File: src/rtl/dom_rand_feeder.sv
// Masked-randomness feeder: seeded 32-bit Fibonacci LFSR, RW bits per advance, valid/ready output register.
// Optional reseed-request counter enabled by DOM_RAND_RESEED_REQ_EN.

module dom_rand_step (
  input  logic [31:0] StatexD,
  output logic [31:0] NextxD,
  output logic        BitxD
);
  assign BitxD  = StatexD[31] ^ StatexD[21] ^ StatexD[1] ^ StatexD[0];
  assign NextxD = {StatexD[30:0], BitxD};
endmodule

module dom_rand_feeder #(
  parameter int          SHARES          = 2,
  parameter int          WARMUP          = 4,
  parameter logic [31:0] DEFAULT_SEED    = 32'hACE1F00D,
  parameter int          RESEED_INTERVAL = 1024,
  localparam int         RW              = 4 * SHARES * (SHARES - 1)
) (
  input  logic          ClkxCI,
  input  logic          RstxBI,
  input  logic [31:0]   SeedxDI,
  input  logic          SeedValidxSI,
  output logic [RW-1:0] RandxDO,
  output logic          RandValidxSO,
  input  logic          RandReadyxSI,
  output logic          ReseedReqxSO
);
  typedef enum logic [1:0] {Idle, Warm, Run} state_t;

  localparam logic [7:0] WarmInit = 8'(WARMUP);

  state_t              StatexDP;
  logic [31:0]         LfsrxDP;
  logic [7:0]          WarmxDP;
  logic [RW:0][31:0]   ChainxD;
  logic [RW-1:0]       WordxD;

  // One advance = RW single steps chained; step i contributes word bit i.
  assign ChainxD[0] = LfsrxDP;
  for (genvar i = 0; i < RW; i++) begin : gStep
    dom_rand_step uStep (
      .StatexD(ChainxD[i]),
      .NextxD (ChainxD[i+1]),
      .BitxD  (WordxD[i])
    );
  end

`ifdef DOM_RAND_RESEED_REQ_EN
  localparam logic [15:0] Ivl = 16'(RESEED_INTERVAL);
  logic [15:0] CntxDP;
  logic        ReqxDP;
  assign ReseedReqxSO = ReqxDP;
`else
  localparam int unusedIvl = RESEED_INTERVAL;
  assign ReseedReqxSO = 1'b0;
`endif

  always_ff @(posedge ClkxCI or negedge RstxBI) begin
    if (!RstxBI) begin
      StatexDP     <= Idle;
      LfsrxDP      <= DEFAULT_SEED;
      WarmxDP      <= '0;
      RandxDO      <= '0;
      RandValidxSO <= 1'b0;
`ifdef DOM_RAND_RESEED_REQ_EN
      CntxDP       <= '0;
      ReqxDP       <= 1'b0;
`endif
    end else if (SeedValidxSI) begin
      // Seed wins over everything, including a same-edge handshake.
      LfsrxDP      <= (SeedxDI == 32'd0) ? DEFAULT_SEED : SeedxDI;
      RandValidxSO <= 1'b0;
      WarmxDP      <= WarmInit;
      StatexDP     <= (WARMUP == 0) ? Run : Warm;
`ifdef DOM_RAND_RESEED_REQ_EN
      CntxDP       <= '0;
      ReqxDP       <= 1'b0;
`endif
    end else begin
      case (StatexDP)
        Warm: begin
          LfsrxDP <= ChainxD[RW];
          WarmxDP <= WarmxDP - 8'd1;
          if (WarmxDP == 8'd1) StatexDP <= Run;
        end
        Run: begin
          if (!RandValidxSO || RandReadyxSI) begin
            LfsrxDP      <= ChainxD[RW];
            RandxDO      <= WordxD;
            RandValidxSO <= 1'b1;
          end
`ifdef DOM_RAND_RESEED_REQ_EN
          if (RandValidxSO && RandReadyxSI && CntxDP != Ivl) begin
            CntxDP <= CntxDP + 16'd1;
            if (CntxDP + 16'd1 == Ivl) ReqxDP <= 1'b1;
          end
`endif
        end
        default: ;
      endcase
    end
  end
endmodule
File: config.mk
export PLATFORM = sky130hd
export DESIGN_NAME = dom_rand_feeder
export DESIGN_NICKNAME = d
export VERILOG_FILES = /design/src/rtl/dom_rand_feeder.sv
export SDC_FILE = /design/constraint.sdc
export NUM_CORES = 1
export LEC_CHECK = 0
export BUFFER_PORTS_ARGS = -buffer_cell sky130_fd_sc_hd__buf_4
export CAP_MARGIN = 10
export CORE_ASPECT_RATIO = 0.7
export CORE_MARGIN = 2
export CORE_UTILIZATION = 55
export DETAILED_ROUTE_END_ITERATION = 10
export PLACE_DENSITY_LB_ADDON = 0.08
export SLEW_MARGIN = 20
export SYNTH_ARGS = -nofsm -noshare
export SYNTH_HDL_FRONTEND = slang
export SYNTH_SLANG_ARGS = --single-unit
File: constraint.sdc
create_clock -name ClkxCI -period 2.6 [get_ports ClkxCI]
set_clock_uncertainty 0.1 [all_clocks]
set_input_delay 0.52 -clock ClkxCI [delete_from_list [all_inputs] [get_ports ClkxCI]]
set_output_delay 0.52 -clock ClkxCI [all_outputs]
set_load 0.01 [all_outputs]
==> run_results.csv, run 1 <==
group,metric,value,unit
layout,layout_commonest_cell,"buf_4",
global_routing,overflow,0,
synth,ys_types,38,
power,ir_drop,1.04,mV
clocking,cts_tree,"built",
die,rows,20,
sta,min_period_over_period,85.0,%
critical_path,r2r_start,"LfsrxDP[21]$_DFFE_PN1P_",
critical_path,worst_ep_arrival_time,2.31,ns
synth,synth_seq_cells,51,
global_routing,grt_pass1_vias,1923,
layout,nets,326,
synth,synth_area,2560,um2
global_routing,grt_util_met3,6.57,%
drt,vias,1947,
die,dieWidth,85.5,um
clocking,clk_latency,0.31,ns
layout,antennaDiodeCount,0,
power,switching_share,37.9,%
synth,syn_area_per_cell,10.4,um2
sta,slew-limit-headroom,57.0,%
layout,area_growth,19.6,%
critical_path,cp.required,2.70,ns
layout,fill_cells,353,
power,p_clk_share,13.7,%
placement,post-dp-hpwl,4430,um
die,dieHeight,61.1,um
clocking,post_cts_buffers,0,
clocking,clk_pin_slew,0.08,ns
job,drv_cap,0,
clocking,clockBufferDepth,2,
critical_path,critPathLaunchType,"flop",
drt,ant_nets,0,
sta,finalSetupViolCount,0,
critical_path,crit_type,"flop to flop",
power,p_per_area,1290,nW/um2
power,p_switching,1.49,mW
clocking,cts_buffers,5,
synth,synth_fp_nets,284,
drt,drt_iter0_drc,114,
placement,dp_slack,0.407,ns
clocking,cts_root_buf,"clkbuf_8",
clocking,cts_max_level,2,
global_routing,grt_pass1_wl,9940,um
drt,drt-total-wl,5930,um
sta,tightest_slew,0.645,ns
power,p_int,2.45,mW
global_routing,grt_antenna_before_repair,0,
synth,synth_edf_count,0,
drt,via_per_inst,5.66,
global_routing,track_usage,25.8,%
clocking,cts_sinks,51,
sta,fmax,453,MHz
synth,async_flop_share,100,%
die,initial_core_util,58.1,%
clocking,ctsResizeCount,0,
layout,drive_above_1_share,28.4,%
power,p_leak,1.32,nW
global_routing,grt.met1_usage,40.2,%
synth,ys.flop_type,"dfrtp_1",
synth,synth_cells,246,
die,ioPinCount,46,
layout,final_cell_mix,"buf_4 (49), dfrtp_1 (36), o21ai_0 (32)",
synth,ys_seq_area_share,50.6,%
drt,routedWlPerCell,17.2,um
drt,drcViolationCount,0,
sta,maxSlewViolCount,0,
die,fp.dieArea,5220,um2
power,p_seq_share,35.6,%
critical_path,cp_max_fo,4,
sta,rsz0062_at_grt,"no",
critical_path,end_kind,"flop",
global_routing,top_usage_layer,"met1",
placement,port_buffers,44,
power,pwr-share-comb,50.7,%
global_routing,met2_usage,36.0,%
clocking,cts_hold_buf,0,
critical_path,startpoint,"LfsrxDP[21]$_DFFE_PN1P_",
drt,drt_pass1_iterations,4,
sta,setup_ws,0.390,ns
die,core_area,4400,um2
synth,synth_warnings,0,
global_routing,grt_max_degree,56,
sta,finalSetupTns,0,ns
min_path,min_path_type,"primary input to asynchronous set/reset pin",
status,outcome,"completed",
sta,hold-worst-slack,0.124,ns
sta,hold_viol_final,0,
sta,min_period,2.21,ns
placement,globalplace.congestion,0.820,
## final cells by class
type                            count  area, um2  share of cell area (%)
Multi-Input combinational cell    175       1180                    38.7
Clock buffer                        7       76.3                    2.49
Sequential cell                    51       1290                    42.3
Inverter                            5       18.8                   0.613
Tap cell                           55       68.8                    2.25
Timing Repair Buffer               50        388                    12.7
Clock inverter                      1       30.0                   0.981
## registers in the layout (all words and copies together) (netlist names)
register      count
StatexDP          2
LfsrxDP          32
RandValidxSO      1
RandxDO           8
WarmxDP           8
## cells in the mapped netlist, types with 5 or more instances
| master | number | area (um2) |
|---|---|---|
| dfrtp_1 | 36 | 901 |
| clkbuf_1 | 12 | 45.0 |
| dfstp_2 | 15 | 394 |
| inv_1 | 5 | 18.8 |
| mux2i_1 | 18 | 180 |
| nor4_1 | 9 | 56.3 |
| nand2_1 | 31 | 116 |
| mux2_2 | 7 | 78.8 |
| o21ai_0 | 32 | 160 |
| o22ai_1 | 13 | 81.3 |
| nor2_1 | 11 | 41.3 |
| xnor2_1 | 18 | 158 |
## power groups by stage
stage / combinational [mW] / clock (mW) / sequential [mW]
CTS: 1.98 / 0.556 / 1.40
floorplan: 1.49 / 0 / 1.36
detailed placement: 1.97 / 0 / 1.41
global route: 2.17 / 0.578 / 1.45
global placement: 1.92 / 0 / 1.41
finish: 1.99 / 0.540 / 1.40
## layer usage
metal / vias up / wire [um]
li1: 947 / -
met1: 938 / 3080
met2: 56 / 2420
met3: 6 / 376
met4: 0 / 52
met5: - / 0
## through the flow
step,utilization [%],instance area [um2],cells,power [mW]
2_1_floorplan,-,2560,246,2.85
3_3_place_gp,67.1,2960,336,3.33
3_5_place_dp,67.1,2960,336,3.38
4_1_cts,69.5,3060,344,3.93
5_1_grt,69.5,3060,344,4.19
6_report,69.5,3060,344,3.94
## critical path: stages, from the launching register on
cell and delay [ns]:
dfstp_2 0.55, xnor3_2 0.47, xor2_1 0.37, xnor2_2 0.17, xnor2_1 0.17, mux2_2 0.27
## worst paths after layout
path,end,slack [ns],cells after the start
max,RandxDO[4]$_DFFE_PN0P_,0.39,5
min,WarmxDP[0]$_DFFE_PN0P_,0.12,1
max reg2reg,RandxDO[4]$_DFFE_PN0P_,0.39,5
min reg2reg,LfsrxDP[12]$_DFFE_PN1P_,0.39,2
max in group asynchronous,LfsrxDP[24]$_DFFE_PN0P_,1.84,1
min in group ClkxCI,LfsrxDP[12]$_DFFE_PN1P_,0.39,2
## logic make-up (layout without fill, tap and decap cells)
kind of cell             Yosys count  after routing  synth area share, %
other                              1              1                0.146
AO/OA/AOI/OAI                     56             56                 12.3
multiplexers                      25             25                 10.1
XOR/XNOR                          26             26                 11.0
AND/OR/NAND/NOR                   65             65                 11.8
adder cells (fa/ha/maj)            2              2                0.977
buffers and inverters             20             63                 3.13
flip-flops                        51             51                 50.6
No activity file was read; power rests on OpenSTA's default activity.
==> inputs of run 2 (changes only) <==
--- a/config.mk
+++ b/config.mk
@@ -9,7 +9,7 @@
 export CAP_MARGIN = 10
 export CORE_ASPECT_RATIO = 0.7
 export CORE_MARGIN = 2
-export CORE_UTILIZATION = 55
+export CORE_UTILIZATION = 50
 export DETAILED_ROUTE_END_ITERATION = 10
 export PLACE_DENSITY_LB_ADDON = 0.08
 export SLEW_MARGIN = 20
==> constraint.sdc (replaced) <==
create_clock -name ClkxCI -period 1.9 [get_ports ClkxCI]
set_clock_uncertainty 0.1 [all_clocks]
set_input_delay 0.38 -clock ClkxCI [delete_from_list [all_inputs] [get_ports ClkxCI]]
set_output_delay 0.38 -clock ClkxCI [all_outputs]
set_load 0.01 [all_outputs]
==> run 2 against run 1 <==
  * Power grew 72%
  * Clock power grew 16%
  * Final cell count grew 9.9%
  * Largest cell class unchanged
  * Sequential share of layout area shrank 3.2 points
  * Die area grew 9.4%
  * Via count grew 4.6%
  * Setup slack lost 0.54 ns
  * The run now ends with hold timing, setup timing left
==> run_results.csv, run 2 (synthesized netlist as in run 1, its figures left out) <==
group,metric,value,unit
clocking,cts_hold_buf,0,
placement,post-dp-hpwl,4540,um
sta,min_period_over_period,108,%
global_routing,track_usage,24.6,%
layout,largest_registers,"LfsrxDP x32, RandxDO x8, WarmxDP x8",
critical_path,reg2reg_setup_slack,-0.15,ns
die,dieWidth,89.5,um
critical_path,cp.required,2.00,ns
drt,top_layer,"met4",
power,p_leak,1.44,nW
critical_path,reg2reg_depth,5,
drt,vias,2036,
drt,ant_nets,0,
drt,drt_iter0_drc,107,
critical_path,cp_max_fo,3,
drt,met1Wirelength,3120,um
layout,fill_cells,399,
sta,slew-limit-headroom,58.3,%
sta,setup_ws,-0.149,ns
die,rows,21,
sta,rsz0062_at_grt,"yes",
critical_path,crit_type,"flop to flop",
drt,via_per_inst,5.39,
sta,fmax,488,MHz
critical_path,critPathLaunchType,"flop",
drt,drt_pass1_iterations,4,
layout,antennaDiodeCount,0,
power,finalPower,6.78,mW
global_routing,grt_max_degree,52,
drt,drt-total-wl,6160,um
drt,drcViolationCount,0,
sta,finalSetupViolCount,12,
sta,maxSlewViolCount,0,
placement,dp_slack,-0.145,ns
die,fp.dieArea,5720,um2
sta,hold_viol_final,33,
die,core_area,4860,um2
global_routing,overflow,0,
critical_path,worst_r2r_endpoint,"RandxDO[7]$_DFFE_PN0P_",
critical_path,r2r_start,"LfsrxDP[31]$_DFFE_PN1P_",
status,outcome,"finished, violations left",
global_routing,grt_pass1_wl,10500,um
status,violations,"hold timing, setup timing",
layout,largest_reg_flops,32,
layout,drive_above_1_share,35.6,%
global_routing,grt_pass1_vias,2072,
die,initial_core_util,52.7,%
drt,met3_length,313,um
clocking,cts_tree,"built",
drt,route.met2.wl,2640,um
clocking,cts_max_level,2,
layout,final_cell_mix,"buf_4 (66), dfrtp_1 (36), nand2_1 (31)",
placement,dp_cells,367,
die,ioPinCount,46,
layout,area_growth,29.5,%
layout,nets,346,
layout,final_cells,378,
layout,largest-register,"LfsrxDP",
sta,hold-worst-slack,-0.0272,ns
placement,globalplace.congestion,0.808,
min_path,min_path_type,"primary input to asynchronous set/reset pin",
power,ir_drop,1.43,mV
power,p_per_area,2040,nW/um2
clocking,clk_pin_slew,0.10,ns
die,dieHeight,63.9,um
placement,port_buffers,44,
critical_path,end_kind,"flop",
clocking,clk_latency,0.31,ns
critical_path,worst_ep_arrival_time,2.15,ns
global_routing,grt_antenna_before_repair,0,
sta,finalSetupTns,-1.04,ns
clocking,clockBufferDepth,2,
job,drv_cap,0,
clocking,cts_buffers,5,
sta,tightest_slew,0.626,ns
sta,min_period,2.05,ns
clocking,cts_sinks,51,
clocking,cts_root_buf,"clkbuf_8",
layout,layout_commonest_cell,"buf_4",
drt,routedWlPerCell,16.3,um
==> run 2: changes by cell type in the layout (fill, tap and decap cells not counted), moves of 2 or more <==
cell / delta
o21ai_0: -3
mux2_4: +2
xnor2_1: -4
buf_4: +17
clkinvlp_4: +2
xnor2_2: +2
mux2_2: -2
o21ai_1: +3
clkbuf_1: -2
xnor2_4: +2
buf_6: +2
==> run 2: area by class of cell <==
cell class | count | area, um2 | share of cell area (%)
sequential | 51 | 1290 | 39.1
clock buffer | 5 | 68.8 | 2.08
clock inverter | 3 | 20.0 | 0.604
timing repair buffer | 70 | 558 | 16.8
inverter | 5 | 18.8 | 0.566
tap | 69 | 86.3 | 2.60
multi-input combinational | 175 | 1270 | 38.2
==> run 2: worst max path at each step <==
stage | to | start | slack [ns] | cells past startpoint
floorplan | RandxDO[6]$_DFFE_PN0P_ | LfsrxDP[29]$_DFFE_PN1P_ | -0.07 | 4
global placement | RandxDO[4]$_DFFE_PN0P_ | LfsrxDP[31]$_DFFE_PN1P_ | -0.09 | 5
detailed placement | RandxDO[4]$_DFFE_PN0P_ | LfsrxDP[31]$_DFFE_PN1P_ | -0.15 | 5
CTS | RandxDO[4]$_DFFE_PN0P_ | LfsrxDP[31]$_DFFE_PN1P_ | -0.15 | 5
global route | RandxDO[7]$_DFFE_PN0P_ | LfsrxDP[31]$_DFFE_PN1P_ | -0.22 | 5
finish | RandxDO[7]$_DFFE_PN0P_ | LfsrxDP[31]$_DFFE_PN1P_ | -0.15 | 5
==> run 2: what timing repair did <==
action                                  CTS  global route
setup buffers                             3             0
pin swaps                                 2             3
endpoints found under the setup margin    9            13
gates resized for setup                  10             4
==> run 2: per-stage QoR <==
stage / utilization, % / cell area, um2
3_3_place_gp: 64.3 / 3120
5_1_grt: 68.2 / 3310
2_1_floorplan: - / 2570
3_5_place_dp: 64.3 / 3120
4_1_cts: 67.9 / 3300
6_report: 68.2 / 3310
==> run 2: power breakdown <==
part           switching, mW  total [mW]  internal (mW)
registers              0.314        1.92           1.60
clock network          0.371       0.627          0.257
logic                   1.84        4.23           2.39
total                   2.53        6.78           4.25
==> run 2: critical path: stages (launching register included) <==
cell     delay [ns]
dfstp_2        0.54
xnor3_2        0.48
xor2_4         0.20
xnor2_4        0.23
xnor2_1        0.13
mux2_4         0.26
==> run 2: routing by layer <==
layer	vias up	GRT usage, %
li1	985	-
met1	992	37.4
met2	49	35.1
met3	10	6.20
met4	0	6.34
met5	-	0
==> inputs of run 3 (changes only) <==
--- a/config.mk
+++ b/config.mk
@@ -5,13 +5,13 @@
 export SDC_FILE = /design/constraint.sdc
 export NUM_CORES = 1
 export LEC_CHECK = 0
-export BUFFER_PORTS_ARGS = -buffer_cell sky130_fd_sc_hd__buf_4
+export BUFFER_PORTS_ARGS = -buffer_cell sky130_fd_sc_hd__buf_2
 export CAP_MARGIN = 10
 export CORE_ASPECT_RATIO = 0.7
 export CORE_MARGIN = 2
 export CORE_UTILIZATION = 50
 export DETAILED_ROUTE_END_ITERATION = 10
-export PLACE_DENSITY_LB_ADDON = 0.08
+export PLACE_DENSITY = 0.75
 export SLEW_MARGIN = 20
 export SYNTH_ARGS = -nofsm -noshare
 export SYNTH_HDL_FRONTEND = slang
==> run 3 against run 2 <==
  * The flow finishes with violations (setup timing)
  * Setup slack got worse by 0.052 ns
  * Largest power group unchanged
  * Final cell count down 1.1%
  * Routed wire length is essentially flat
  * Combinational power is essentially flat
  * Critical endpoint is now LfsrxDP[0]$_DFFE_PN1P_
  * Global-route usage is 0.80 points lower
  * Die area stayed put
  * Register-to-register slack worse by 0.05 ns
  * Non-clock buffer count is 4 lower
  * Clock power is essentially flat
  * Sequential share of layout area increased by 1.5 points
==> run_results.csv, run 3 (synthesized netlist as in run 1, its figures left out) <==
group,metric,value,unit
status,outcome,"finished, violations left",
status,violations,"setup timing",
die,dieHeight,63.9,um
critical_path,worst_ep_arrival_time,2.25,ns
placement,globalplace.congestion,0.869,
die,core_area,4860,um2
placement,port_buffers,44,
drt,vias,1979,
job,drv_cap,0,
critical_path,cp.required,2.05,ns
placement,post-dp-hpwl,4570,um
layout,nets,342,
power,p_leak,1.40,nW
critical_path,worst_r2r_endpoint,"LfsrxDP[0]$_DFFE_PN1P_",
layout,largest-register,"LfsrxDP",
global_routing,grt_max_degree,60,
drt,drcViolationCount,0,
sta,hold_viol_final,0,
critical_path,reg2reg_depth,6,
layout,seqCellArea,1290,um2
layout,multi_input_area,1290,um2
drt,drt_pass1_iterations,5,
critical_path,crit_path_max_incr_delay,0.54,ns
critical_path,end_kind,"flop",
clocking,cts_root_buf,"clkbuf_8",
sta,maxSlewViolCount,0,
layout,largest_reg_flops,32,
min_path,min_path_type,"primary input to flop",
critical_path,cp_max_fo,3,
layout,drive_above_1_share,34.4,%
layout,layout_commonest_cell,"buf_2",
power,p_per_area,2130,nW/um2
layout,area_growth,24.5,%
die,fp.dieArea,5720,um2
critical_path,cp_slowest_cell,"dfstp_2",
global_routing,overflow,0,
global_routing,grt_antenna_before_repair,0,
die,initial_core_util,52.7,%
clocking,cts_max_level,2,
clocking,clk_pin_slew,0.10,ns
clocking,clockBufferDepth,2,
drt,via_per_inst,5.29,
sta,rsz0062_at_grt,"yes",
global_routing,grt_pass1_wl,9990,um
critical_path,critPathLaunchType,"flop",
die,rows,21,
drt,ant_nets,0,
critical_path,reg2reg_setup_slack,-0.20,ns
drt,drt_iter0_drc,194,
layout,antennaDiodeCount,0,
placement,dp_cells,363,
clocking,clk_latency,0.32,ns
layout,fill_cells,400,
layout,largest_registers,"LfsrxDP x32, RandxDO x8, WarmxDP x8",
layout,final_cell_mix,"buf_2 (44), dfrtp_1 (36), nand2_1 (31)",
power,ir_drop,1.49,mV
sta,setup_ws,-0.201,ns
drt,routedWlPerCell,16.5,um
sta,min_period,2.10,ns
sta,min_period_over_period,111,%
sta,fmax,476,MHz
critical_path,setup.worst_path.end,"LfsrxDP[0]$_DFFE_PN1P_",
clocking,cts_tree,"built",
critical_path,startpoint,"LfsrxDP[31]$_DFFE_PN1P_",
layout,post-route-util,65.6,%
global_routing,track_usage,23.8,%
die,ioPinCount,46,
clocking,cts_buffers,5,
die,dieWidth,89.5,um
clocking,cts_sinks,51,
critical_path,crit_type,"flop to flop",
layout,final_cells,374,
global_routing,grt_pass1_vias,1991,
critical_path,path_cells,"xnor3_2 > xor2_4 > xnor2_4 > xnor2_1 > buf_4 > o21a_1",
critical_path,r2r_start,"LfsrxDP[31]$_DFFE_PN1P_",
sta,finalSetupViolCount,12,
drt,drt-total-wl,6160,um
-- run 3: layout make-up --
| type | count | share of cell area (%) |
|---|---|---|
| inverters | 5 | 0.589 |
| clock inverters | 2 | 0.392 |
| repair buffers | 66 | 13.0 |
| flip-flops and latches | 51 | 40.6 |
| clock buffers | 6 | 2.28 |
| multi-input cells | 175 | 40.5 |
| well taps | 69 | 2.71 |
-- run 3: how the worst min path moves through the flow --
stage                     start                 endpoint  depth (start not counted)
CTS                 SeedxDI[27]  LfsrxDP[27]$_DFFE_PN1P_                          3
detailed placement       RstxBI  LfsrxDP[18]$_DFFE_PN0P_                          1
finish              SeedxDI[27]  LfsrxDP[27]$_DFFE_PN1P_                          3
global placement         RstxBI  LfsrxDP[18]$_DFFE_PN0P_                          1
global route        SeedxDI[27]  LfsrxDP[27]$_DFFE_PN1P_                          3
floorplan                RstxBI  LfsrxDP[10]$_DFFE_PN0P_                          0
-- run 3: what timing repair did --
item / 4_1_cts / 5_1_grt
setup endpoints to repair: 10 / 13
pin swaps: 4 / 2
gates resized for setup: 6 / 10
setup buffers: 1 / 1
hold endpoints to repair: 11 / 0
hold buffers: 1 / 0
-- run 3: per-layer routing --
metal  track usage [%]  share of wire [%]  vias up
met5                 0                  0        -
met4              7.65                1.6        0
met3              5.68                6.7        9
met2              33.2                 41       70
met1              36.3                 51      929
li1                  -                  -      971
-- run 3: power by group --
group	total [mW]	internal, mW	switching (mW)
Combinational	4.25	2.30	1.94
Clock	0.628	0.258	0.370
Sequential	1.90	1.60	0.299
Total	6.78	4.16	2.61
-- run 3: worst max-delay path: cells and delay by family, from the launching register on --
kind	cells	cell delay [ns]
xor gates and xnor gates	4	1.11
DFF	1	0.54
buffers and inverters	1	0.17
AOI/OAI and AO/OA	1	0.11
-- run 3: per-stage QoR --
stage / setup WS [ns] / power, mW / setup TNS, ns / area, um2 / hold WS [ns]
detailed placement: -0.158 / 5.02 / -1.11 / 2980 / 0.264
CTS: -0.167 / 5.86 / -0.917 / 3100 / 0.254
global placement: -0.0895 / 4.90 / -0.351 / 2980 / 0.261
floorplan: -0.0729 / 3.92 / -0.235 / 2570 / -0.0156
finish: -0.201 / 6.78 / -1.42 / 3190 / 0.247
global route: -0.276 / 7.22 / -2.20 / 3190 / 0.281
